## src/rtl/rv_isa_pkg.sv

```systemverilog
// Shared RV32I encoding constants for the instruction encoder and the control unit.
// Contents: 7-bit major opcodes, encoder format codes, encoder error codes.
package rv_isa_pkg;

   localparam int unsigned OPC_W  = 7;
   localparam int unsigned FMT_W  = 3;
   localparam int unsigned ERRC_W = 2;
   localparam int unsigned XLEN   = 32;
   localparam int unsigned REG_W  = 5;

   // Major opcodes
   localparam logic [OPC_W-1:0] OPC_OP_IMM = 7'b0010011;
   localparam logic [OPC_W-1:0] OPC_LOAD   = 7'b0000011;
   localparam logic [OPC_W-1:0] OPC_OP     = 7'b0110011;
   localparam logic [OPC_W-1:0] OPC_JAL    = 7'b1101111;
   localparam logic [OPC_W-1:0] OPC_STORE  = 7'b0100011;
   localparam logic [OPC_W-1:0] OPC_LUI    = 7'b0110111;
   localparam logic [OPC_W-1:0] OPC_BRANCH = 7'b1100011;

   // Field-bundle format selector
   typedef enum logic [FMT_W-1:0] {
      FMT_OP_IMM  = 3'd0,
      FMT_LOAD    = 3'd1,
      FMT_OP      = 3'd2,
      FMT_JAL     = 3'd3,
      FMT_STORE   = 3'd4,
      FMT_LUI     = 3'd5,
      FMT_BRANCH  = 3'd6,
      FMT_ILLEGAL = 3'd7
   } fmt_e;

   // Error codes, highest priority first: FMT > ADDR > ALIGN > RANGE
   typedef enum logic [ERRC_W-1:0] {
      ERR_FMT   = 2'b00,
      ERR_RANGE = 2'b01,
      ERR_ALIGN = 2'b10,
      ERR_ADDR  = 2'b11
   } err_e;

endpackage

```

## src/rtl/rv_instr_pack.sv

```systemverilog
// Combinational RV32I instruction packer.
// Ports: fmt/funct3/funct7/rd/rs1/rs2/imm field inputs; word = encoded
// instruction, err_valid/err_code = field error (format, alignment, range).
module rv_instr_pack
   import rv_isa_pkg::*;
#(
   parameter int unsigned CHECK_RANGE = 1
) (
   input  logic [FMT_W-1:0]  fmt,
   input  logic [2:0]        funct3,
   input  logic [6:0]        funct7,
   input  logic [REG_W-1:0]  rd,
   input  logic [REG_W-1:0]  rs1,
   input  logic [REG_W-1:0]  rs2,
   input  logic [XLEN-1:0]   imm,
   output logic [XLEN-1:0]   word,
   output logic              err_valid,
   output logic [ERRC_W-1:0] err_code
);

   localparam bit CHK = (CHECK_RANGE != 0);

   localparam logic signed [XLEN-1:0] I_MIN   = -32'sd2048;
   localparam logic signed [XLEN-1:0] I_MAX   =  32'sd2047;
   localparam logic signed [XLEN-1:0] B_MIN   = -32'sd4096;
   localparam logic signed [XLEN-1:0] B_MAX   =  32'sd4094;
   localparam logic signed [XLEN-1:0] J_MIN   = -32'sd1048576;
   localparam logic signed [XLEN-1:0] J_MAX   =  32'sd1048574;
   localparam logic signed [XLEN-1:0] SH_MAX  =  32'sd31;

   logic signed [XLEN-1:0] simm;
   logic                   bad_fmt;
   logic                   misal;
   logic                   out_rng;
   logic                   i_oob;

   assign simm  = $signed(imm);
   assign i_oob = (simm < I_MIN) || (simm > I_MAX);

   // Field placement and raw error flags per format
   always_comb begin
      word    = '0;
      bad_fmt = 1'b0;
      misal   = 1'b0;
      out_rng = 1'b0;
      case (fmt)
         FMT_OP_IMM: begin
            // Shifts carry funct7 above a 5-bit shamt
            if (funct3 == 3'b001 || funct3 == 3'b101) begin
               word    = {funct7, imm[4:0], rs1, funct3, rd, OPC_OP_IMM};
               out_rng = (simm < 0) || (simm > SH_MAX);
            end else begin
               word    = {imm[11:0], rs1, funct3, rd, OPC_OP_IMM};
               out_rng = i_oob;
            end
         end
         FMT_LOAD: begin
            word    = {imm[11:0], rs1, funct3, rd, OPC_LOAD};
            out_rng = i_oob;
         end
         FMT_OP: begin
            word = {funct7, rs2, rs1, funct3, rd, OPC_OP};
         end
         FMT_STORE: begin
            word    = {imm[11:5], rs2, rs1, funct3, imm[4:0], OPC_STORE};
            out_rng = i_oob;
         end
         FMT_BRANCH: begin
            word    = {imm[12], imm[10:5], rs2, rs1, funct3, imm[4:1], imm[11], OPC_BRANCH};
            misal   = imm[0];
            out_rng = (simm < B_MIN) || (simm > B_MAX);
         end
         FMT_JAL: begin
            word    = {imm[20], imm[10:1], imm[11], imm[19:12], rd, OPC_JAL};
            misal   = imm[0];
            out_rng = (simm < J_MIN) || (simm > J_MAX);
         end
         FMT_LUI: begin
            word    = {imm[31:12], rd, OPC_LUI};
            out_rng = (imm[11:0] != 12'd0);
         end
         default: begin
            bad_fmt = 1'b1;
         end
      endcase
   end

   // Format errors always reported; immediate checks only when enabled
   always_comb begin
      err_valid = 1'b0;
      err_code  = ERR_FMT;
      if (bad_fmt) begin
         err_valid = 1'b1;
         err_code  = ERR_FMT;
      end else if (CHK && misal) begin
         err_valid = 1'b1;
         err_code  = ERR_ALIGN;
      end else if (CHK && out_rng) begin
         err_valid = 1'b1;
         err_code  = ERR_RANGE;
      end
   end

endmodule

```

## src/rtl/imem_prog_encoder.sv

```systemverilog
// Instruction encoder and instruction-memory writer.
// Accepts decoded field bundles on a valid/ready stream, packs them into
// RV32I words and writes them to consecutive word addresses from base_addr.
// Ports: clk/rst (sync, active high); start/base_addr open a session;
// in_* field stream; mem_we/mem_addr/mem_wdata write port; busy, done,
// err/err_code (sticky until start), count = words written this session.
module imem_prog_encoder
   import rv_isa_pkg::*;
#(
   parameter int unsigned ADDR_W      = 8,
   parameter int unsigned CHECK_RANGE = 1
) (
   input  logic               clk,
   input  logic               rst,
   input  logic               start,
   input  logic [ADDR_W-1:0]  base_addr,
   input  logic               in_valid,
   output logic               in_ready,
   input  logic               in_last,
   input  logic [2:0]         in_fmt,
   input  logic [2:0]         in_funct3,
   input  logic [6:0]         in_funct7,
   input  logic [4:0]         in_rd,
   input  logic [4:0]         in_rs1,
   input  logic [4:0]         in_rs2,
   input  logic [31:0]        in_imm,
   output logic               mem_we,
   output logic [ADDR_W-1:0]  mem_addr,
   output logic [31:0]        mem_wdata,
   output logic               busy,
   output logic               done,
   output logic               err,
   output logic [1:0]         err_code,
   output logic [ADDR_W:0]    count
);

   localparam int unsigned CNT_W = ADDR_W + 1;

   localparam logic [1:0] S_IDLE = 2'd0;
   localparam logic [1:0] S_RUN  = 2'd1;
   localparam logic [1:0] S_DONE = 2'd2;
   localparam logic [1:0] S_ERR  = 2'd3;

   // Count value meaning every address of the memory has been written
   localparam logic [CNT_W-1:0] CNT_FULL = {1'b1, {ADDR_W{1'b0}}};

   logic [1:0]        state_q, state_d;
   logic [ADDR_W-1:0] wr_addr_q, wr_addr_d;
   logic [CNT_W-1:0]  count_d;
   logic              mem_we_d;
   logic [ADDR_W-1:0] mem_addr_d;
   logic [31:0]       mem_wdata_d;
   logic              done_d;
   logic              err_d;
   logic [1:0]        err_code_d;
   logic              busy_d;
   logic              in_ready_d;

   logic [31:0]       pk_word;
   logic              pk_err;
   logic [1:0]        pk_code;
   logic              ovf;
   logic              acc_err;
   logic [1:0]        acc_code;

   rv_instr_pack #(
      .CHECK_RANGE (CHECK_RANGE)
   ) u_pack (
      .fmt       (in_fmt),
      .funct3    (in_funct3),
      .funct7    (in_funct7),
      .rd        (in_rd),
      .rs1       (in_rs1),
      .rs2       (in_rs2),
      .imm       (in_imm),
      .word      (pk_word),
      .err_valid (pk_err),
      .err_code  (pk_code)
   );

   // Merge address overflow into the packer's error priority (FMT > ADDR > rest)
   assign ovf = (count == CNT_FULL);

   always_comb begin
      acc_err  = pk_err | ovf;
      acc_code = pk_code;
      if (pk_err && pk_code == ERR_FMT) begin
         acc_code = ERR_FMT;
      end else if (ovf) begin
         acc_code = ERR_ADDR;
      end
   end

   // Next-state and next-output logic
   always_comb begin
      state_d     = state_q;
      wr_addr_d   = wr_addr_q;
      count_d     = count;
      mem_we_d    = 1'b0;
      mem_addr_d  = mem_addr;
      mem_wdata_d = mem_wdata;
      done_d      = 1'b0;
      err_d       = err;
      err_code_d  = err_code;
      case (state_q)
         S_IDLE, S_ERR: begin
            if (start) begin
               wr_addr_d = base_addr;
               count_d   = '0;
               err_d     = 1'b0;
               state_d   = S_RUN;
            end
         end
         S_RUN: begin
            if (in_valid && in_ready) begin
               if (acc_err) begin
                  err_d      = 1'b1;
                  err_code_d = acc_code;
                  state_d    = S_ERR;
               end else begin
                  mem_we_d    = 1'b1;
                  mem_addr_d  = wr_addr_q;
                  mem_wdata_d = pk_word;
                  wr_addr_d   = wr_addr_q + ADDR_W'(1);
                  count_d     = count + CNT_W'(1);
                  if (in_last) begin
                     done_d  = 1'b1;
                     state_d = S_DONE;
                  end
               end
            end
         end
         S_DONE: begin
            state_d = S_IDLE;
         end
         default: begin
            state_d = S_IDLE;
         end
      endcase
      busy_d     = (state_d != S_IDLE);
      in_ready_d = (state_d == S_RUN);
   end

   // State and output registers
   always_ff @(posedge clk) begin
      if (rst) begin
         state_q   <= S_IDLE;
         wr_addr_q <= '0;
         count     <= '0;
         mem_we    <= 1'b0;
         mem_addr  <= '0;
         mem_wdata <= '0;
         done      <= 1'b0;
         err       <= 1'b0;
         err_code  <= '0;
         busy      <= 1'b0;
         in_ready  <= 1'b0;
      end else begin
         state_q   <= state_d;
         wr_addr_q <= wr_addr_d;
         count     <= count_d;
         mem_we    <= mem_we_d;
         mem_addr  <= mem_addr_d;
         mem_wdata <= mem_wdata_d;
         done      <= done_d;
         err       <= err_d;
         err_code  <= err_code_d;
         busy      <= busy_d;
         in_ready  <= in_ready_d;
      end
   end

endmodule

```

## config.mk

```make
export PLATFORM = sky130hd
export DESIGN_NAME = imem_prog_encoder
export DESIGN_NICKNAME = d
export VERILOG_FILES = /design/src/rtl/rv_isa_pkg.sv /design/src/rtl/rv_instr_pack.sv /design/src/rtl/imem_prog_encoder.sv
export SDC_FILE = /design/constraint.sdc
export NUM_CORES = 1
export LEC_CHECK = 0
export ABC_AREA = 1
export CAP_MARGIN = 40
export CORE_MARGIN = 1
export CORE_UTILIZATION = 40
export DETAILED_ROUTE_END_ITERATION = 8
export GPL_TIMING_DRIVEN = 0
export PLACE_DENSITY = 0.72
export SYNTH_ARGS = -nofsm -noshare
export SYNTH_HDL_FRONTEND = slang
export SYNTH_SLANG_ARGS = --single-unit
```

## constraint.sdc

```tcl
create_clock -name clk -period 2.4 [get_ports clk]
set_input_delay 0.24 -clock clk [delete_from_list [all_inputs] [get_ports clk]]
set_output_delay 0.24 -clock clk [all_outputs]
set_load 0.03 [all_outputs]
```

==> flow_summary.yaml, run 1 <==
route:
  drt_pre_antenna_iters: 5
  detail_route.vias_per_cell: 5.18
  wire_per_inst_um: 14.7
  drc: 0
  wl_um: 12800
  drt_iter0_markers: 290
  antenna_left: 0
  vias: 4504
floorplanning:
  die_area_um2: 9880
  rows: 35
  die_w_um: 99.4
  start_util_pct: 41.3
  core_area_um2: 9200
  die_h_um: 99.4
  io_pins: 129
timing:
  slew_headroom_pct: 47.3
  worst_pin_slew_ps: 783
  finalCritPeriodShare_pct: 93.8
  fmax_mhz: 444
  finalHoldViolCount: 0
  fin_crit_ps: 2250
  clock_skew_ps: 9.91
  setup-violations-final: 0
  finalMaxSlewViolations: 0
power:
  powerDensity_nw_per_um2: 525
  p_leak_uw: 0.00226
  ir_worst_vdd_uv: 398
  total_power_uw: 2900
finish:
  antenna_cells: 0
  fillers: 913
  layout_common_cells: "203 x nand2_1, 121 x clkdlybuf4s50_1, 77 x nor2_1"
  multiInputGateArea_um2: 2150
  drive_gt1_share_pct: 6.85
  final_common_cell: "nand2_1"
  final_cell_area_um2: 5510
  area_growth_pct: 45.3
  fin_nets: 832
  regArea_um2: 1300
flow_run:
  drv_cap: 0
synthesis:
  ys_seq_area_share_pct: 34.3
  synth_top_area_share_pct: 34.3
  synth_area_per_cell_um2: 6.21
  synth-edff-count: 0
  ys.warnings.count: 0
  synth_flop_cell: "dfxtp_1"
  synthTopCellsByArea: "dfxtp_1 34%, nand2_1 20%, nor2_1 8.0%, a21oi_1 6.6%, inv_1 5.9%"
  syn-num-nets: 689
  synth_cells: 611
  ys_ff_latch: 65
  syn_area_um2: 3790
  async_reset_ff_share_pct: 0
  synth_largest_area_cell: "dfxtp_1"
  synthDistinctLibCells: 33
global_routing:
  grt_pass1_wl_um: 20200
  grt_pass1_vias: 4182
  globalRoute.totalOverflow: 0
  antenna_found_initial: 0
  grt_max_degree: 13
  grtUsageTotal_pct: 26.3
setup_path:
  path_max_fanout: 10
  end_kind: "flip-flop"
  arrival_ps: 2510
  cp-start-kind: "primary input"
  worstPathRequired_ps: 2660
  worstSetupPathType: "in -> reg"
  rr_worst_depth: 11
  r2r_setup_slack_ps: 360
clock_network:
  cts_tree: "built"
  worstSkewPairLatency_ps: 360
  cts_root_buf: "clkbuf_8"
  cts_sinks: 65
  cts_buffers: 9
  cts.clk_slew.worst_paths_ps: 80
  clockBufferDepth: 2
  cts-htree-levels: 3
worst_hold_path:
  hold_path_class: "in -> reg"
  hold_depth: 5
placement:
  dpl_cell_area_um2: 5200
  hpwl_um: 10200
  port_buffers: 127
  gp_congestion: 0.936
status:
  status: "completed"
flip-flops by register name, indices dropped and copies added, names as in the netlist:
name	count
wr_addr_q	8
done	1
mem_wdata	31
err_code	2
count	9
err	1
mem_we	1
busy	1
in_ready	1
state_q	2
mem_addr	8
worst max-delay path: stages:
cell             delay [ps]
clkdlybuf4s50_1         450
nor2_1                  150
inv_1                    50
nor2_1                  160
nand2_1                 100
nor2_1                  130
o21ai_0                 130
nand2_1                 110
nand2_1                  50
nor2_1                  110
nand3_2                 140
nand2_1                 130
nand2_2                 120
buf_4                   220
o21ai_0                 150
nor2_1                   50
final cells by class:
cell class                      instances  share of cell area, %
Multi-Input combinational cell        458                   38.9
Buffer                                 25                   2.47
Inverter                               63                   4.29
Tap cell                              111                   2.52
Timing Repair Buffer                  132                   24.0
Clock inverter                          6                   1.66
Sequential cell                        65                   23.6
Clock buffer                           10                   2.50
per-layer routing:
layer	track usage, %	up-vias	share of wire (%)
met5	0	-	0
met4	8.94	0	1.8
met3	4.64	20	5.9
met2	42.6	161	47
met1	35.5	2081	46
li1	-	2242	-
path summary, 6_finish.rpt:
kind | from | to
worst max register to register | count[0]$_SDFFE_PP0P_ | wr_addr_q[5]$_SDFFE_PP0P_
worst max-delay path | in_imm[22] | wr_addr_q[5]$_SDFFE_PP0P_
worst min register to register | mem_wdata[3]$_SDFFE_PP0P_ | mem_wdata[3]$_SDFFE_PP0P_
worst min-delay path | in_imm[25] | mem_wdata[25]$_SDFFE_PP0P_
where the power goes:
part           total [uW]  internal [uW]  switching, uW  leakage (uW)
Clock                1090            617            474      0.000116
Combinational         641            277            365       0.00162
Sequential           1160           1120           41.9      0.000527
Total                2900           2010            880       0.00226
per-stage QoR:
stage	instances	utilization (%)	hold slack [ps]	worst slack, ps	setup TNS, ps
4_1_cts	865	59.1	470	26.6	0
6_report	870	59.9	430	148	0
3_5_place_dp	849	56.6	458	-408	-16890
2_1_floorplan	611	-	407	372	0
5_1_grt	870	59.9	446	-2.02	-2.02
3_3_place_gp	849	56.6	453	-346	-13150
repair_timing:
action / 4_1_cts / 5_1_grt
hold buffers: 0 / 0
setup buffers: 0 / 5
endpoints found under the setup margin: 3 / 56
resized for setup: 1 / 20
pin swaps: 0 / 1
logic make-up after synthesis:
family,share of synthesized area [%]
flops,34.3
xor+xnor,1.85
compound gates,16.3
simple gates,36.2
buf+inv,9.70
fa+ha+maj,1.65
synth_stat cells, types with 4 or more instances:
cell type	instances
nor2_1	81
clkbuf_1	16
o221ai_1	4
nor3_1	5
inv_1	60
nand3_1	23
nand4_1	10
dfxtp_1	65
a21oi_1	50
xor2_1	5
o21ai_0	40
nand2_1	204
ha_1	5
o211ai_1	6
No activity file was read; power rests on OpenSTA's default activity.
==> inputs of run 2 (changes only) <==
--- a/config.mk
+++ b/config.mk
@@ -7,7 +7,6 @@
 export LEC_CHECK = 0
 export ABC_AREA = 1
 export CAP_MARGIN = 40
-export CORE_MARGIN = 1
 export CORE_UTILIZATION = 40
 export DETAILED_ROUTE_END_ITERATION = 8
 export GPL_TIMING_DRIVEN = 0
==> results of run 2 <==
The final DEF is identical to that of run 1; final timing and power are the same.
==> RTL edit 1: new RTL, config.mk and constraints of run 2 <==
Set the parameter `ADDR_W` to 9 (it was 8).
--- a/src/rtl/imem_prog_encoder.sv
+++ b/src/rtl/imem_prog_encoder.sv
@@ -7,7 +7,7 @@
 module imem_prog_encoder
    import rv_isa_pkg::*;
 #(
-   parameter int unsigned ADDR_W      = 8,
+   parameter int unsigned ADDR_W      = 9,
    parameter int unsigned CHECK_RANGE = 1
 ) (
    input  logic               clk,
Interface: changed (resized base_addr, count and mem_addr); port bits go from 129 to 132. No check against the original RTL was run, so the function may have changed too.
==> RTL edit 1 against run 2 <==
Sequential cell count up 3; design area up 3.7%; setup slack worse by 0.0023 ns; final cell count rose by 4.4%; area after synthesis up 3.6%; combinational power increased by 0.9%; wire length rose by 5.1%; hold slack lost 0.010 ns; count of clock-buffer cells in the layout shrank 1; total power increased by 1.9%; sequential power increased by 6%; die area increased by 3.5%.
==> RTL edit 1: results (changes against run 2) <==
Run status
  – Outcome: finished, final reports clean (unchanged)

Critical path
  – Reg-to-reg slack, setup: 0.21 ns (was 0.36 ns)
  – Largest stage delay, worst path: 0.68 ns (was 0.45 ns)

Drt
  – Vias: 4592 (was 4504)
  – DR iter-0 viols: 184 (was 290)
  – Metal2 WL: 6.31 mm (was 5.97 mm)

Finish
  – Share of post-route cells with drive strength above 1: 8.60% (was 6.85%)
  – Sequential cell area share: 23.8% (was 23.6%)
  – Multi-input logic area: 0.00231 mm2 (was 0.00215 mm2)
  – Clock-cell share: 3.90% (was 4.15%)
  – NonClk Buf Share: 25.9% (was 26.5%)

Timing
  – Hold Slack: 0.420 ns (was 0.430 ns)
  – Setup Skew: 0.0147 ns (was 0.00991 ns)
  – Worst slew pin tran: 0.571 ns (was 0.783 ns)

Place
  – IO buf count: 131 (was 127)
  – Final Wtd Congestion: 0.902 (was 0.936)
  – Worst slack at placement: -0.300 ns (was -0.408 ns)

Clock network
  – Post-CTS sizing: 0 (was 1)

Global route
  – Global routing usage on met1: 36.5% (was 35.5%)
  – GR Util met3: 4.37% (was 4.64%)

Yosys
  – Sequential cell area fraction in the yosys report: 34.6% (was 34.3%)
  – Syn Area/Cell: 6.25 um2 (was 6.21 um2)

Power and ir drop
  – Pleak: 2.29 nW (was 2.26 nW)
  – Combinational cell power: 0.647 mW (was 0.641 mW)
  – Switching power: 0.915 mW (was 0.880 mW)
  – Comb pwr share: 21.9% (was 22.2%)
[RTL edit 1: changes by cell type after synthesis, sizes merged, moves of 4 or more]
cell           run 2  this run
inv               62        47
nand2            206       220
o21ai             40        33
nor3               5        10
nand3             24        34
o221ai             4         0
nand3b             0         4
[RTL edit 1: cells by family after synthesis]
family / after synthesis / share of synthesized area (%)
XOR/XNOR: 10 / 2.23
adder cells (fa/ha/maj): 5 / 1.59
buffers and inverters: 73 / 7.93
flip-flops: 68 / 34.6
AND/OR/NAND/NOR: 374 / 39.5
AO/OA/AOI/OAI: 99 / 14.1
[RTL edit 1: path summary, 6_finish.rpt]
kind	from	end	depth (start not counted)
worst max-delay path	in_fmt[1]	mem_wdata[10]$_SDFFE_PP0P_	16
worst min-delay path	in_imm[25]	mem_wdata[25]$_SDFFE_PP0P_	5
worst max register to register	count[1]$_SDFFE_PP0P_	mem_wdata[10]$_SDFFE_PP0P_	14
worst min register to register	mem_wdata[14]$_SDFFE_PP0P_	mem_wdata[14]$_SDFFE_PP0P_	2
==> RTL edit 2: new RTL, flow settings as in run 2 <==
Made on the original files. `wr_addr_q`, `mem_addr` and `mem_wdata` no longer have a reset.
--- a/src/rtl/imem_prog_encoder.sv
+++ b/src/rtl/imem_prog_encoder.sv
@@ -145,11 +145,8 @@
    always_ff @(posedge clk) begin
       if (rst) begin
          state_q   <= S_IDLE;
-         wr_addr_q <= '0;
          count     <= '0;
          mem_we    <= 1'b0;
-         mem_addr  <= '0;
-         mem_wdata <= '0;
          done      <= 1'b0;
          err       <= 1'b0;
          err_code  <= '0;
@@ -157,11 +154,8 @@
          in_ready  <= 1'b0;
       end else begin
          state_q   <= state_d;
-         wr_addr_q <= wr_addr_d;
          count     <= count_d;
          mem_we    <= mem_we_d;
-         mem_addr  <= mem_addr_d;
-         mem_wdata <= mem_wdata_d;
          done      <= done_d;
          err       <= err_d;
          err_code  <= err_code_d;
@@ -170,5 +164,11 @@
       end
    end
 
+   always_ff @(posedge clk) begin
+      wr_addr_q <= wr_addr_d;
+      mem_addr  <= mem_addr_d;
+      mem_wdata <= mem_wdata_d;
+   end
+
 endmodule
 
Formal check against the unedited RTL: differs if rst is asserted again (counterexample within 4 cycles, from zero or initial values and one cycle with rst high); with rst held inactive, the same outputs for 4 cycles.
==> RTL edit 2 against run 2 <==
Setup slack got worse by 0.052 ns; global-route usage decreased by 4.5 points; total power decreased by 2.2%; critical path depth decreased by 5; die area decreased by 4.7%; sequential share of layout area increased by 9.9 points; sequential cell count unchanged; via count decreased by 20%; design area decreased by 4.1%; wire length decreased by 22%; area after synthesis decreased by 4.7%; critical path type unchanged.
==> RTL edit 2: results (changes against run 2) <==
Timing
  – Worst slew margin: 60.1% (was 47.3%)
  – Setup Skew: 0.0136 ns (was 0.00991 ns)
  – Hold Slack: 0.426 ns (was 0.430 ns)
  – Post-route minimum period: 2.30 ns (was 2.25 ns)

Yosys
  – Post-synth EDFFs: 47 (was 0)
  – Mux share of post-synthesis cell area: 0% (unchanged)
  – Syn Area/Cell: 7.74 um2 (was 6.21 um2)
  – Synth warn: 0 (unchanged)
  – Synth cell types: 38 (was 33)
  – Synth Area in Compound Gates: 9.21% (was 16.3%)
  – Synth area leaders: edfxtp_1, nand2_1, dfxtp_1 (was dfxtp_1, nand2_1, nor2_1)
  – Adder-cell share of the synthesized area: 1.73% (was 1.65%)
  – Sequential cell area fraction in the yosys report: 49.0% (was 34.3%)
  – Post-Syn Nets: 545 (was 689)
  – Xor-xnor portion of the synthesized cell area: 1.45% (was 1.85%)
  – Synth Flop Type: edfxtp_1 (was dfxtp_1)
  – Synth top cells by count: nand2_1, nor2_1, inv_1 (was nand2_1, nor2_1, dfxtp_1)

Clock network
  – Post-CTS sizing: 0 (was 1)
  – Worst skew pair latency: 0.34 ns (was 0.36 ns)
  – Post-CTS Setup Bufs: 1 (was 0)
  – Clock slew seen by the registers of the worst setup and hold paths: 0.08 ns (about the same)

Place
  – Post-Place Cells: 703 (was 849)
  – Post-DP Area: 0.00505 mm2 (was 0.00520 mm2)
  – Worst slack at placement: -0.535 ns (was -0.408 ns)
  – DP Wirelength: 7.78 mm (was 10.2 mm)
  – Final Wtd Congestion: 0.875 (was 0.936)

Global route
  – Vias in the first global route: 3506 (was 4182)
  – Largest net degree at the start of global routing: 29 (was 13)
  – First-pass GRT wire length: 16.5 mm (was 20.2 mm)
  – Total track usage: 21.9% (was 26.3%)

Power and ir drop
  – Power Sequential: 1.31 mW (was 1.16 mW)
  – Combinational cell power: 0.566 mW (was 0.641 mW)
  – Pint: 2.01 mW (about the same)
  – Peak VDD IR: 0.397 mV (was 0.398 mV)
  – Pleak: 2.12 nW (was 2.26 nW)

Finish
  – Share of post-route cells with drive strength above 1: 7.01% (was 6.85%)
  – Fill cells: 795 (was 913)
  – Nets: 686 (was 832)
  – Largest registers: mem_wdata (31), count (9) (unchanged)

Drt
  – First-pass detailed-route iteration total: 5 (unchanged)
  – DR iter-0 viols: 227 (was 290)
  – Routed wire per std cell: 13.9 um (was 14.7 um)
  – Vias: 3597 (was 4504)
  – Vias per cell: 4.99 (was 5.18)

Critical path
  – Reg-to-reg slack, setup: 0.32 ns (was 0.36 ns)
  – Largest stage delay, worst path: 0.51 ns (was 0.45 ns)
  – Worst EP arrival: 2.35 ns (was 2.51 ns)
  – Worst Reg-to-Reg Cells: 8 (was 11)
  – Worst-path maximum fanout: 12 (was 10)

Run status
  – Outcome: finished, final reports clean (unchanged)

Worst hold path
  – WHS Path Cells: 3 (was 5)
## RTL edit 2: cell types whose count changed after synthesis, moves of 5 or more
cell	before	now
nor2_1	81	71
dfxtp_1	65	18
a21oi_1	50	15
o211ai_1	6	1
clkbuf_1	16	5
edfxtp_1	0	47
o21ai_0	40	22
nand2_1	204	134
## RTL edit 2: worst paths after layout
kind / from / to
worst max-delay path: in_imm[11] / mem_wdata[23]$_DFFE_PP_
worst min-delay path: in_fmt[1] / mem_wdata[3]$_DFFE_PP_
worst max register to register: state_q[0]$_SDFF_PP0_ / wr_addr_q[1]$_DFFE_PP_
worst min register to register: wr_addr_q[7]$_DFFE_PP_ / mem_addr[7]$_DFFE_PP_
## RTL edit 2: cell type report
type / count / area (um2) / share of cell area, %
clock inverters: 7 / 77.6 / 1.47
well taps: 108 / 135 / 2.56
multi-input cells: 329 / 1580 / 29.8
inverters: 65 / 244 / 4.62
flip-flops and latches: 65 / 1770 / 33.5
plain buffers: 8 / 35.0 / 0.663
clock buffers: 9 / 124 / 2.34
repair buffers: 130 / 1320 / 25.0
## RTL edit 2: stage by stage
step           power (mW)  utilization (%)
6_report             2.83             60.6
2_1_floorplan        1.62                -
3_5_place_dp         1.88             57.9
4_1_cts              2.83             60.3
3_3_place_gp         1.86             57.7
5_1_grt              2.97             60.6
## RTL edit 2: worst max-delay path, delay by kind of cell
kind	cells	cell delay (ns)
AO/OA/AOI/OAI	1	0.19
buffers and inverters	3	0.93
AND/OR/NAND/NOR	7	0.98
## RTL edit 2: per-layer routing
layer / vias up / track usage [%] / share of wire (%)
met3: 14 / 5.35 / 7.0
met5: - / 0 / 0
met4: 0 / 6.54 / 1.4
met2: 131 / 35.6 / 47
met1: 1635 / 28.7 / 44
li1: 1817 / - / -
